<file path="src/rtl/serial_logic_32.sv">
// Bit-serial bitwise logic unit: one result bit per clock, LSB first, behind a
// start/busy/done handshake. States: IDLE (waiting), RUN (shifting), DONE (one-cycle result strobe).
module serial_logic_32 #(
  parameter int WIDTH = 32
) (
  input  logic             clk,
  input  logic             rst_n,
  input  logic             start,
  input  logic [1:0]       op,
  input  logic [WIDTH-1:0] a,
  input  logic [WIDTH-1:0] b,
  output logic [WIDTH-1:0] res,
  output logic             busy,
  output logic             done,
  output logic             zero
);

  localparam int CW = $clog2(WIDTH) + 1;

  typedef enum logic [1:0] {
    S_IDLE = 2'd0,
    S_RUN  = 2'd1,
    S_DONE = 2'd2
  } state_t;

  state_t           state_q, state_d;
  logic [WIDTH-1:0] a_sh_q, a_sh_d;
  logic [WIDTH-1:0] b_sh_q, b_sh_d;
  logic [WIDTH-1:0] acc_q, acc_d;
  logic [WIDTH-1:0] res_q, res_d;
  logic [1:0]       op_q, op_d;
  logic [CW-1:0]    cnt_q, cnt_d;
  logic             busy_q, busy_d;
  logic             done_q, done_d;
  logic             zero_q, zero_d;

  logic             accept;
  logic             last_bit;
  logic             nbit;
  logic [WIDTH-1:0] acc_shift;

  // start is only honoured when no operation is in flight
  assign accept   = start && (state_q != S_RUN);
  assign last_bit = (cnt_q == CW'(WIDTH - 1));

  always_ff @(posedge clk or negedge rst_n) begin
    if (!rst_n) begin
      state_q <= S_IDLE;
      a_sh_q  <= '0;
      b_sh_q  <= '0;
      acc_q   <= '0;
      res_q   <= '0;
      op_q    <= 2'b00;
      cnt_q   <= '0;
      busy_q  <= 1'b0;
      done_q  <= 1'b0;
      zero_q  <= 1'b1;
    end else begin
      state_q <= state_d;
      a_sh_q  <= a_sh_d;
      b_sh_q  <= b_sh_d;
      acc_q   <= acc_d;
      res_q   <= res_d;
      op_q    <= op_d;
      cnt_q   <= cnt_d;
      busy_q  <= busy_d;
      done_q  <= done_d;
      zero_q  <= zero_d;
    end
  end

  always_comb begin
    state_d = state_q;
    case (state_q)
      S_IDLE:  if (start) state_d = S_RUN;
      S_RUN:   if (last_bit) state_d = S_DONE;
      S_DONE:  state_d = start ? S_RUN : S_IDLE;
      default: state_d = S_IDLE;
    endcase
  end

  always_comb begin
    case (op_q)
      2'b00:   nbit = a_sh_q[0] & b_sh_q[0];
      2'b01:   nbit = a_sh_q[0] | b_sh_q[0];
      2'b10:   nbit = a_sh_q[0] ^ b_sh_q[0];
      default: nbit = ~(a_sh_q[0] | b_sh_q[0]);
    endcase
  end

  assign acc_shift = {nbit, acc_q[WIDTH-1:1]};

  always_comb begin
    a_sh_d = a_sh_q;
    b_sh_d = b_sh_q;
    acc_d  = acc_q;
    res_d  = res_q;
    op_d   = op_q;
    cnt_d  = cnt_q;
    busy_d = busy_q;
    done_d = 1'b0;
    zero_d = zero_q;
    if (accept) begin
      a_sh_d = a;
      b_sh_d = b;
      op_d   = op;
      acc_d  = '0;
      cnt_d  = '0;
      busy_d = 1'b1;
    end else if (state_q == S_RUN) begin
      acc_d  = acc_shift;
      a_sh_d = a_sh_q >> 1;
      b_sh_d = b_sh_q >> 1;
      cnt_d  = cnt_q + 1'b1;
      // res and zero update together so zero is valid alongside done
      if (last_bit) begin
        res_d  = acc_shift;
        zero_d = (acc_shift == '0);
        done_d = 1'b1;
        busy_d = 1'b0;
      end
    end
  end

  assign res  = res_q;
  assign busy = busy_q;
  assign done = done_q;
  assign zero = zero_q;

endmodule

</file>
<file path="config.mk">
export PLATFORM = sky130hd
export DESIGN_NAME = serial_logic_32
export DESIGN_NICKNAME = d
export VERILOG_FILES = /design/src/rtl/serial_logic_32.sv
export SDC_FILE = /design/constraint.sdc
export NUM_CORES = 1
export LEC_CHECK = 0
export CAP_MARGIN = 20
export CORE_ASPECT_RATIO = 0.6
export CORE_MARGIN = 2
export CORE_UTILIZATION = 45
export DETAILED_ROUTE_END_ITERATION = 16
export PLACE_DENSITY = 0.7
export SYNTH_ARGS = -nofsm -noshare
export SYNTH_HDL_FRONTEND = slang
export SYNTH_SLANG_ARGS = --single-unit
</file>
<file path="constraint.sdc">
create_clock -name clk -period 3.9 [get_ports clk]
set_input_delay 0.78 -clock clk [delete_from_list [all_inputs] [get_ports clk]]
set_output_delay 0.78 -clock clk [all_outputs]
set_load 0.02 [all_outputs]
</file>
==> flow_summary.yaml, run 1 <==
logic_synthesis:
  netlist_instances: 551
  yosys_warnings: 0
  syn_nets: 623
  syn_area_mm2: 0.00598
  ys_seq_elements: 140
  seq_area_frac_synth_pct: 58.6
  syn_avg_cell_area_um2: 10.8
  synthDistinctLibCells: 26
route:
  drc: 0
  met2_wirelength_mm: 5.36
  wire_per_inst_um: 15.2
  drt_wl_total_mm: 12.6
  first_pass_iters: 4
  ant_nets: 0
  drt-met1-wl_mm: 6.47
  dr_wl_met3_um: 671
  num_vias: 4189
  first_iter_violations: 211
  routed.top_layer: "met5"
  vias_per_cell: 5.07
die:
  fp-row-count: 32
  die_h_um: 93.3
  die-area_mm2: 0.0143
  start_util_pct: 46.4
  fp.dieW_um: 153
  core_mm2: 0.0129
  ioPinCount: 104
critical_path:
  r2r_slack_ns: 1.95
  critPathSlowestCell: "clkdlybuf4s50_1"
  path_buf_inv: 1
  endpoint_kind: "output port"
  startpoint_type: "register"
  arrival_ns: 1.53
  cp.required_ns: 3.12
  cpPeakStageDelay_ns: 0.59
  rr_worst_depth: 4
  crit_start: "zero"
  rr_startpoint: "state_q[1]"
  r2r_end: "res[12]"
  critPathMaxFanout: 2
  worstPathCellList: "clkdlybuf4s50_1"
  path_class: "reg2out"
  crit_family: "buffers and inverters"
sta:
  period_needed_ns: 2.31
  period_share_pct: 59.2
  hold_viol_final: 0
  finalSetupViolCount: 0
  slew_violations: 0
  maxSlewHeadroom_pct: 31.0
  setup_tns_ns: 0
  rsz0062_at_grt: "false"
  holdWs_ns: 0.451
  final.setup_skew_ns: 0.00975
  fmax_mhz: 433
  tightest_slew_ns: 1.03
job:
  maxCapViolations: 0
clock_tree:
  tritoncts: "done"
  path_clk_slew_ns: 0.07
  post_cts_buffers: 0
  cts_made_buffers: 17
  cts_htree_levels: 4
  clk_latency_ns: 0.41
  clock_sinks: 140
  clock-root-buffer: "clkbuf_16"
  cts_hold_buf: 0
  post_cts_resized: 0
  ctsLongestPathBuffers: 2
cells_and_area:
  fill_cells: 1074
  area.growth.synth_to_final_pct: 30.1
  diodes: 0
  nets: 716
  drive_above_1_share_pct: 9.89
global_route:
  grt_pass1_vias: 4210
  grt_max_degree: 96
  antenna_found_initial: 1
  track_usage_pct: 19.0
  grt_overflow: 0
  grt_pass1_wl_mm: 21.5
min_path:
  holdCritPathClass: "in2async"
outcome:
  status: "finished clean"
pwr:
  ir_drop_v: 0.000364
  leakagePower_nw: 3.36
  cellPowerDensity_mw_per_mm2: 588
placement:
  gp_congestion: 0.783
  portBuffers: 103
  dpl.hpwl_mm: 8.03
## power breakdown
group / leakage, nW / switching [mW] / total [mW] / internal, mW
clock: 0.303 / 0.661 / 1.75 / 1.09
combinational: 1.37 / 0.413 / 0.764 / 0.351
sequential: 1.69 / 0.257 / 2.06 / 1.81
## metal layers
layer,vias to the layer above,global-route usage [%]
met5,-,0
met4,2,4.09
met3,12,5.84
met2,89,27.8
met1,2015,27.9
li1,2071,-
## per-stage QoR
step	power [mW]	setup WS [ns]	cells	cell area, um2	util (%)
floorplan	2.53	2.11	551	5980	-
global placement	2.77	1.55	794	7120	55.2
detailed placement	2.83	1.51	794	7120	55.2
CTS	4.60	1.57	826	7750	60.2
global route	4.87	1.55	827	7770	60.3
finish	4.57	1.59	827	7770	60.3
## synthesized netlist by cell type
cell      count  area share (%)
o31ai_1       1            0.13
dfstp_2       1            0.44
dfrtp_1     139              58
a21oi_1       2            0.17
nor3_1        2            0.17
buf_2        17             1.4
mux2_2       20             3.8
buf_1         1           0.063
mux2i_1      65              11
ha_1          3            0.63
buf_6         3            0.57
nand2_1     129             8.1
a31o_2        1            0.15
clkbuf_1     15            0.94
nor3_4        1            0.27
nor2b_1       4            0.42
xor2_1        1            0.15
inv_1         5            0.31
nand3_1       3            0.25
nor4_1        7            0.73
mux2_1       13             2.4
nor2_1        9            0.57
nand2b_1      2            0.21
and3_1        1            0.10
nand4_1       2            0.21
o21ai_0     104             8.7
## layout by cell type, fill, tap and decap left out, types with 2 or more instances in the layout
master,n
nand3_1,3
o21ai_0,104
mux2_2,20
nor4_1,7
nor3_1,2
inv_1,5
buf_12,3
nor2_1,9
nand2_1,129
mux2_1,13
nand2b_1,2
nor2b_1,3
ha_1,3
clkdlybuf4s50_1,101
inv_6,5
mux2i_1,65
bufinv_16,4
buf_4,5
a21oi_1,2
clkbuf_16,17
dfrtp_1,139
nand4_1,2
clkinvlp_4,3
## area by class of cell
cell class	count	area, um2	area share, %
Clock buffer	17	425	5.47
Clock inverter	15	211	2.72
Inverter	5	18.8	0.241
Multi-Input combinational cell	370	2280	29.4
Sequential cell	140	3500	45.1
Tap cell	170	213	2.74
Timing Repair Buffer	110	1120	14.4
## worst max-delay path by stage
stage,cells after the start,slack (ns),endpoint
after floorplan,5,2.11,b_sh_q[19]
after global placement,4,1.55,b_sh_q[26]
after detailed placement,4,1.51,b_sh_q[28]
after CTS,1,1.57,zero
after global routing,1,1.55,zero
final,1,1.59,zero
## flip-flops by register name, indices dropped and copies added (netlist names)
name	flops
a_sh_q	32
b_sh_q	32
res	32
acc_q	31
cnt_q	6
op_q	2
state_q	2
busy	1
done	1
zero	1
## logic make-up (layout without fill, tap and decap cells)
kind of cell    count (synthesis)  after routing  share of synthesized area [%]
compound gates                108            108                           9.15
xor+xnor                        1              1                          0.147
fa+ha+maj                       3              3                          0.628
buf+inv                        41            147                           3.31
flops                         140            140                           58.6
mux                            98             98                           17.1
simple gates                  160            160                           11.0
Power figures use the tool's default switching activity.
==> run 2: changes to the inputs <==
--- a/config.mk
+++ b/config.mk
@@ -10,7 +10,7 @@
 export CORE_MARGIN = 2
 export CORE_UTILIZATION = 45
 export DETAILED_ROUTE_END_ITERATION = 16
-export PLACE_DENSITY = 0.7
+export PLACE_DENSITY = 0.72
 export SYNTH_ARGS = -nofsm -noshare
 export SYNTH_HDL_FRONTEND = slang
 export SYNTH_SLANG_ARGS = --single-unit
==> constraint.sdc (replaced) <==
create_clock -name clk -period 1.9 [get_ports clk]
set_input_delay 0.38 -clock clk [delete_from_list [all_inputs] [get_ports clk]]
set_output_delay 0.38 -clock clk [all_outputs]
set_load 0.02 [all_outputs]
==> run 2 against run 1 <==
  * First-iteration DRC count rose by 19%
  * Highest routed layer is now met4
  * Largest cell class unchanged
  * Cell area rose by 1.7%
  * Flip-flop and latch count did not move
==> flow_summary.yaml, run 2 (synthesis results as in run 1) <==
outcome:
  status: "finished clean"
cells_and_area:
  final_core_util_pct: 61.3
  layout_common_cells: "dfrtp_1, nand2_1, o21ai_0, clkdlybuf4s50_1, mux2i_1"
  drive_above_1_share_pct: 10.8
  final_common_cell: "dfrtp_1"
  area.growth.synth_to_final_pct: 32.3
  nets: 725
  diodes: 0
critical_path:
  critPathSlowestCell: "clkdlybuf4s50_1"
  path_buf_inv: 1
  path_class: "reg2out"
  cpPeakStageDelay_ns: 0.63
  worstPathCellList: "clkdlybuf4s50_1"
  crit_family: "buffers and inverters"
  cp.required_ns: 1.52
  startpoint_type: "register"
  endpoint_kind: "output port"
  arrival_ns: 1.41
  critPathMaxFanout: 2
route:
  first_iter_violations: 251
  drc: 0
  first_pass_iters: 7
  drt_wl_total_mm: 12.9
  vias_per_cell: 5.14
  ant_nets: 0
  wire_per_inst_um: 15.5
  num_vias: 4295
global_route:
  grt_overflow: 0
  grt_pass1_wl_mm: 22.0
  grt_pass1_vias: 4410
  grt_max_degree: 73
  track_usage_pct: 19.4
  antenna_found_initial: 1
clock_tree:
  tritoncts: "done"
  clk_latency_ns: 0.41
  clock-root-buffer: "clkbuf_16"
  clock_sinks: 140
  ctsLongestPathBuffers: 2
  cts_htree_levels: 4
  cts_made_buffers: 17
  path_clk_slew_ns: 0.06
  post_cts_buffers: 0
job:
  maxCapViolations: 0
sta:
  finalSetupViolCount: 0
  final.setup_skew_ns: 0.0118
  rsz0062_at_grt: "false"
  setup_tns_ns: 0
  hold_viol_final: 0
  fmax_mhz: 559
  period_share_pct: 94.1
  slew_violations: 0
  tightest_slew_ns: 0.531
  period_needed_ns: 1.79
  maxSlewHeadroom_pct: 64.3
placement:
  portBuffers: 103
  gp_congestion: 0.771
  dpl.hpwl_mm: 8.60
die:
  core_mm2: 0.0129
  ioPinCount: 104
  die_h_um: 93.3
  fp.dieW_um: 153
  die-area_mm2: 0.0143
  start_util_pct: 46.4
  fp-row-count: 32
pwr:
  ir_drop_v: 0.000635
  leakagePower_nw: 3.43
  cellPowerDensity_mw_per_mm2: 1190
min_path:
  holdCritPathClass: "in2reg"
==> run 2: changes by cell type in the layout (fill, tap and decap cells not counted) <==
| cell | previous run | this run |
|---|---|---|
| dlygate4sd3_1 | 0 | 1 |
| clkinv_2 | 1 | 0 |
| clkinv_4 | 1 | 3 |
| buf_4 | 5 | 8 |
| buf_12 | 3 | 8 |
| clkdlybuf4s50_1 | 101 | 100 |
| inv_6 | 5 | 4 |
| clkbuf_1 | 0 | 1 |
| clkinvlp_4 | 3 | 2 |
| dlygate4sd2_1 | 0 | 1 |
==> run 2: final timing paths <==
check | start | endpoint | slack (ns) | cells after the start
min in group asynchronous | rst_n | acc_q[21] | 0.49 | 2
worst max register to register | cnt_q[0] | res[8] | 0.13 | 5
worst min register to register | b_sh_q[24] | b_sh_q[23] | 0.48 | 2
max in group asynchronous | rst_n | b_sh_q[0] | 0.74 | 3
worst min-delay path | start | a_sh_q[6] | 0.47 | 3
worst max-delay path | res[31] | res[31] | 0.11 | 1
==> run 2: timing repair <==
action                                  4_1_cts  5_1_grt
gates resized for setup                       1        0
endpoints found under the hold margin        47        0
endpoints found under the setup margin        1        0
hold buffers                                  1        0
==> run 2: routing by layer <==
metal,vias to the layer above,part of all wire (%),GRT usage (%)
met4,0,0.57,5.02
met1,2096,48,27.1
met5,-,0,0
li1,2091,-,-
met3,8,6.1,6.77
met2,100,45,29.0
==> run 2: final cells by class <==
type,count,area [um2]
clock inverter,14,208
clock buffer,18,429
multi-input combinational,370,2280
inverter,5,18.8
tap,170,213
fill,1020,4990
sequential,140,3500
timing repair buffer,119,1250
==> run 2: worst register-to-register path: cells and delay by family (launching register included) <==
| family | cells | cell delay (ns) |
|---|---|---|
| adder cells (fa/ha/maj) | 1 | 0.21 |
| buffers and inverters | 1 | 0.25 |
| flip-flops | 1 | 0.39 |
| multiplexers | 1 | 0.38 |
| AND/OR/NAND/NOR | 2 | 0.43 |
==> run 2: metrics by stage <==
stage	hold slack (ns)	area [um2]	instances	power [mW]	worst slack, ns
after CTS	0.463	7910	836	9.48	0.0877
after global placement	0.360	7260	803	5.72	0.235
final	0.470	7910	836	9.38	0.112
after detailed placement	0.364	7260	803	5.87	0.152
after floorplan	0.0844	5980	551	5.18	0.207
after global routing	0.486	7910	836	9.97	0.0390
==> run 2: report_power, final <==
group,internal [mW],switching [mW]
clock,2.23,1.32
combinational,0.744,0.857
sequential,3.71,0.523
total,6.68,2.70
==> run 3: changes to the inputs <==
--- a/config.mk
+++ b/config.mk
@@ -5,9 +5,7 @@
 export SDC_FILE = /design/constraint.sdc
 export NUM_CORES = 1
 export LEC_CHECK = 0
-export CAP_MARGIN = 20
 export CORE_ASPECT_RATIO = 0.6
-export CORE_MARGIN = 2
 export CORE_UTILIZATION = 45
 export DETAILED_ROUTE_END_ITERATION = 16
 export PLACE_DENSITY = 0.72
==> run 3 against run 2 <==
  * Power down 1.5%
  * First-iteration DRC count is 0.40% lower
  * Sequential share of layout area grew 0.20 points
  * Wire length is 3.5% lower
  * Core utilization down 0.27 points
  * Count of clock-buffer cells in the layout fell by 1
  * Largest cell class unchanged
  * Critical path type is now reg2reg
==> flow_summary.yaml, run 3 (synthesis results as in run 1) <==
outcome:
  status: "finished clean"
placement:
  gp_congestion: 0.765
  dpl.hpwl_mm: 8.23
  portBuffers: 103
  pre_cts_ws_ns: 0.126
die:
  start_util_pct: 46.4
  ioPinCount: 104
  fp.dieW_um: 151
  fp-row-count: 32
  core_mm2: 0.0129
  die_h_um: 91.3
  die-area_mm2: 0.0138
sta:
  tightest_slew_ns: 0.571
  fin_ws_ns: 0.128
  hold_viol_final: 0
  final.setup_skew_ns: 0.0134
  setup_tns_ns: 0
  period_share_pct: 93.2
  maxSlewHeadroom_pct: 61.6
  fmax_mhz: 564
  rsz0062_at_grt: "false"
  slew_violations: 0
  finalSetupViolCount: 0
  period_needed_ns: 1.77
global_route:
  antenna_found_initial: 0
  grt_pass1_wl_mm: 21.1
  grt_pass1_vias: 4224
  grt_max_degree: 61
  grt_overflow: 0
  track_usage_pct: 19.8
critical_path:
  endpoint_kind: "register"
  r2r_end: "res[26]"
  cpPeakStageDelay_ns: 0.38
  rr_worst_depth: 5
  worstPathCellList: "ha_1 -> nand3_1 -> nor3_4 -> buf_12 -> mux2_2"
  arrival_ns: 2.06
  path_class: "reg2reg"
  critPathMaxFanout: 36
  rr_startpoint: "cnt_q[0]"
  cp.required_ns: 2.19
  cp_num_cells: 5
  crit_family: "simple AND/OR/NAND/NOR gates"
  path_buf_inv: 1
  r2r_slack_ns: 0.13
  startpoint_type: "register"
  critPathSlowestCell: "dfrtp_1"
pwr:
  cellPowerDensity_mw_per_mm2: 1170
  leakagePower_nw: 3.42
  finalPower_mw: 9.24
  ir_drop_v: 0.000644
cells_and_area:
  drive_above_1_share_pct: 10.7
  layout_common_cells: "dfrtp_1, nand2_1, o21ai_0, clkdlybuf4s50_1, mux2i_1"
  nets: 723
  fill_cells: 996
  diodes: 0
  area.growth.synth_to_final_pct: 31.7
  final_common_cell: "dfrtp_1"
min_path:
  holdCritPathClass: "in2async"
clock_tree:
  path_clk_slew_ns: 0.07
  cts_htree_levels: 4
  cts_made_buffers: 17
  clk_latency_ns: 0.41
  tritoncts: "done"
  ctsLongestPathBuffers: 2
  clock-root-buffer: "clkbuf_16"
  clock_sinks: 140
  post_cts_buffers: 0
route:
  first_iter_violations: 250
  drc: 0
  num_vias: 4250
  vias_per_cell: 5.10
  first_pass_iters: 5
  drt_wl_total_mm: 12.5
  ant_nets: 0
  wire_per_inst_um: 15.0
job:
  maxCapViolations: 0
run 3: timing repair:
item,4_1_cts,5_1_grt
resized for setup,1,0
setup endpoints to repair,1,0
hold buffers,1,0
endpoints found under the hold margin,17,0
run 3: area by class of cell:
type | instances | area [um2] | share of cell area, %
Timing Repair Buffer | 117 | 1240 | 15.7
Clock buffer | 17 | 425 | 5.40
Clock inverter | 15 | 191 | 2.43
Tap cell | 170 | 213 | 2.70
Sequential cell | 140 | 3500 | 44.5
Inverter | 5 | 18.8 | 0.238
Multi-Input combinational cell | 370 | 2280 | 29.0
run 3: worst max path at each step:
stage / from / to / slack [ns]
after global placement: cnt_q[0] / res[6] / 0.24
after floorplan: cnt_q[0] / res[11] / 0.21
final: cnt_q[0] / res[26] / 0.13
after detailed placement: cnt_q[0] / res[20] / 0.13
after global routing: cnt_q[0] / res[11] / 0.06
after CTS: res[28] / res[28] / 0.11
run 3: layer usage:
| layer | vias to the layer above | part of all wire, % | GRT usage, % |
|---|---|---|---|
| met1 | 2058 | 50 | 28.2 |
| met3 | 7 | 5.7 | 6.08 |
| met2 | 93 | 44 | 28.7 |
| met4 | 0 | 0.86 | 6.25 |
| met5 | - | 0 | 0 |
| li1 | 2092 | - | - |
run 3: power breakdown:
group          total, mW  internal (mW)  switching (mW)  leakage (nW)
clock network       3.42           2.09            1.32         0.301
logic               1.59          0.749           0.845          1.43
registers           4.23           3.71           0.521          1.69
total               9.24           6.55            2.69          3.42
run 3: stage by stage:
step / instance area [um2] / hold WS, ns / utilization (%) / cells
2_1_floorplan: 5980 / 0.0844 / - / 551
3_3_place_gp: 7250 / 0.238 / 56.2 / 801
3_5_place_dp: 7250 / 0.242 / 56.2 / 801
4_1_cts: 7870 / 0.364 / 61.1 / 834
5_1_grt: 7870 / 0.387 / 61.1 / 834
6_report: 7870 / 0.379 / 61.1 / 834
==> RTL edit (flow settings as in run 3) <==
Change the parameter `WIDTH` from 32 to 16.
--- a/src/rtl/serial_logic_32.sv
+++ b/src/rtl/serial_logic_32.sv
@@ -1,7 +1,7 @@
 // Bit-serial bitwise logic unit: one result bit per clock, LSB first, behind a
 // start/busy/done handshake. States: IDLE (waiting), RUN (shifting), DONE (one-cycle result strobe).
 module serial_logic_32 #(
-  parameter int WIDTH = 32
+  parameter int WIDTH = 16
 ) (
   input  logic             clk,
   input  logic             rst_n,
Ports: changed (resized a, b and res); port bits go from 104 to 56. The function was not compared with the original's and may differ.
==> RTL edit against run 3 <==
- fmax fell by 4.4%
- setup slack got worse by 0.081 ns
- utilization rose by 0.62 points
- cell area fell by 46%
- area after synthesis fell by 45%
- via count fell by 47%
- sequential cell count fell by 65
- sequential share of layout area fell by 0.25 points
- power fell by 30%
- wire length fell by 49%
- critical path type is now reg2out
- largest cell class unchanged
- largest power group unchanged
==> RTL edit: results (changes against run 3) <==
wire per inst 14.3 um (was 15.0 um); Num CTS Buffers 9 (was 17); Top FF cell, synth dfrtp_1 (unchanged); number of remaining DRC errors 0 (unchanged); skew final 0.00634 ns (was 0.0134 ns); worst-case clock buffer depth 2 (unchanged); first-pass GRT wire length 10.7 mm (was 21.1 mm); vias in the first global route 2,127 (was 4,224); share of cells above drive strength 1 0.135 (was 0.107); P&R area growth vs syn 28.9% (was 31.7%); sequential cell area fraction in the yosys report 0.571 (was 0.586); Syn Inst Count 295 (was 551); largest net degree at the start of global routing 47 (was 61); Synth async-reset ratio 1.00 (unchanged); CP max stage cell clkdlybuf4s50_1 (was dfrtp_1); Worst R2R Start cnt_q[0] (unchanged); gr usage total 0.186 (was 0.198); CTS Root Cell clkbuf_16 (unchanged); Placer Congestion 0.766 (was 0.765); leak pwr 0.00198 uW (was 0.00342 uW); worst hold path class in2async (unchanged); Critical Path Fanout Max 2 (was 36); Yosys warnings 0 (unchanged); worst slew margin relative to its limit 0.639 (was 0.616); dpl hpwl 4.35 mm (was 8.23 mm); dominant cells by area after synthesis dfrtp_1, mux2i_1, o21ai_0 (unchanged); # H-tree levels 3 (was 4); CP peak stage delay 0.60 ns (was 0.38 ns); fill count 566 (was 996); placed cell areas 3920 um^2 (was 7250 um^2); syn_nets 336 (was 623); commonest cells in the netlist dfrtp_1, nand2_1, o21ai_0 (unchanged); outcome completed (unchanged); VDD IR max 0.000816 V (was 0.000644 V); count of cell types in the netlist 31 (was 26); postcts setup bufs 0 (unchanged); Ant. Diodes 0 (unchanged); Via Count 2,273 (was 4,250); Worst Reg-to-Reg Cells 6 (was 5); CP top delay family buffers and inverters (was simple AND/OR/NAND/NOR gates); Detailed Route Iter0 Violations 125 (was 250); Crit. Startpoint zero (was cnt_q[0]); clock-pin slew on the worst setup and hold paths 0.06 ns; clk_lat worst skew 0.33 ns (was 0.41 ns); Sw Share 0.331 (was 0.291); CP Data Arrival Time 1.47 ns (was 2.06 ns); Port Buf Inserts 55 (was 103); CP endpoint zero (was res[26]); capture point of the worst reg-to-reg path res[14] (was res[26]); CTS resizes 0 (was 1); initial antenna violation count 0 (unchanged); nets 392 (was 723); flop2flop setup slack 0.15 ns (was 0.13 ns); first drt pass iteration count 4 (was 5)
-- RTL edit: cell types whose count changed after synthesis, moves of 4 or more --
cell             run 3  this run
dfrtp_1            139        74
buf_4                0         4
clkbuf_1            15         4
nor4_1               7         3
nand2_1            129        66
nor2b_1              4         0
o21ai_0            104        53
buf_2               17         7
mux2_1              13         0
mux2i_1             65        32
mux2_4               0        15
mux2_2              20         3
nor2_1               9         5
-- RTL edit: layer usage --
layer | global-route usage | up-vias | part of all wire
li1 | - | 1129 | -
met1 | 0.258 | 1080 | 0.51
met5 | 0 | - | 0
met2 | 0.282 | 56 | 0.42
met4 | 0.0550 | 0 | 0.0084
met3 | 0.0602 | 8 | 0.055
-- RTL edit: area by class of cell --
cell class / instances / share of cell area
Sequential cell: 75 / 0.443
Clock buffer: 9 / 0.0531
Clock inverter: 7 / 0.0236
Multi-Input combinational cell: 196 / 0.301
Timing Repair Buffer: 63 / 0.148
Inverter: 6 / 0.00531
Tap cell: 87 / 0.0257
-- RTL edit: cell families after synthesis --
| logic type | count (synthesis) | synth area share |
|---|---|---|
| AOI/OAI and AO/OA | 58 | 0.0909 |
| muxes | 50 | 0.176 |
| buffers and inverters | 24 | 0.0403 |
| and+or+nand+nor | 84 | 0.107 |
| DFF | 75 | 0.571 |
| adders and majority gates | 4 | 0.0152 |
-- RTL edit: power groups by stage --
| stage | Sequential [uW] | Clock (uW) | Combinational [uW] |
|---|---|---|---|
| 6_report | 2660 | 1830 | 1970 |
| 5_1_grt | 2740 | 1930 | 2220 |
| 4_1_cts | 2660 | 1880 | 2000 |
| 3_5_place_dp | 2670 | 0 | 2000 |
| 3_3_place_gp | 2660 | 0 | 1910 |
| 2_1_floorplan | 2730 | 0 | 1220 |
-- RTL edit: through the flow --
stage | hold slack (ns) | cells | worst slack (ns)
6_report | 0.0236 | 443 | 0.0471
5_1_grt | 0.0744 | 443 | 0.0165
4_1_cts | 0.0458 | 443 | 0.0334
3_5_place_dp | 0.405 | 427 | 0.173
3_3_place_gp | 0.395 | 427 | 0.204
2_1_floorplan | 0.0844 | 295 | 0.252
-- RTL edit: how the worst min path moves through the flow --
stage,end,slack [ns],cells past startpoint
6_report,acc_q[7],0.02,1
3_3_place_gp,res[7],0.39,1
4_1_cts,acc_q[7],0.05,1
5_1_grt,acc_q[7],0.07,1
3_5_place_dp,res[8],0.40,1
2_1_floorplan,a_sh_q[0],0.08,0
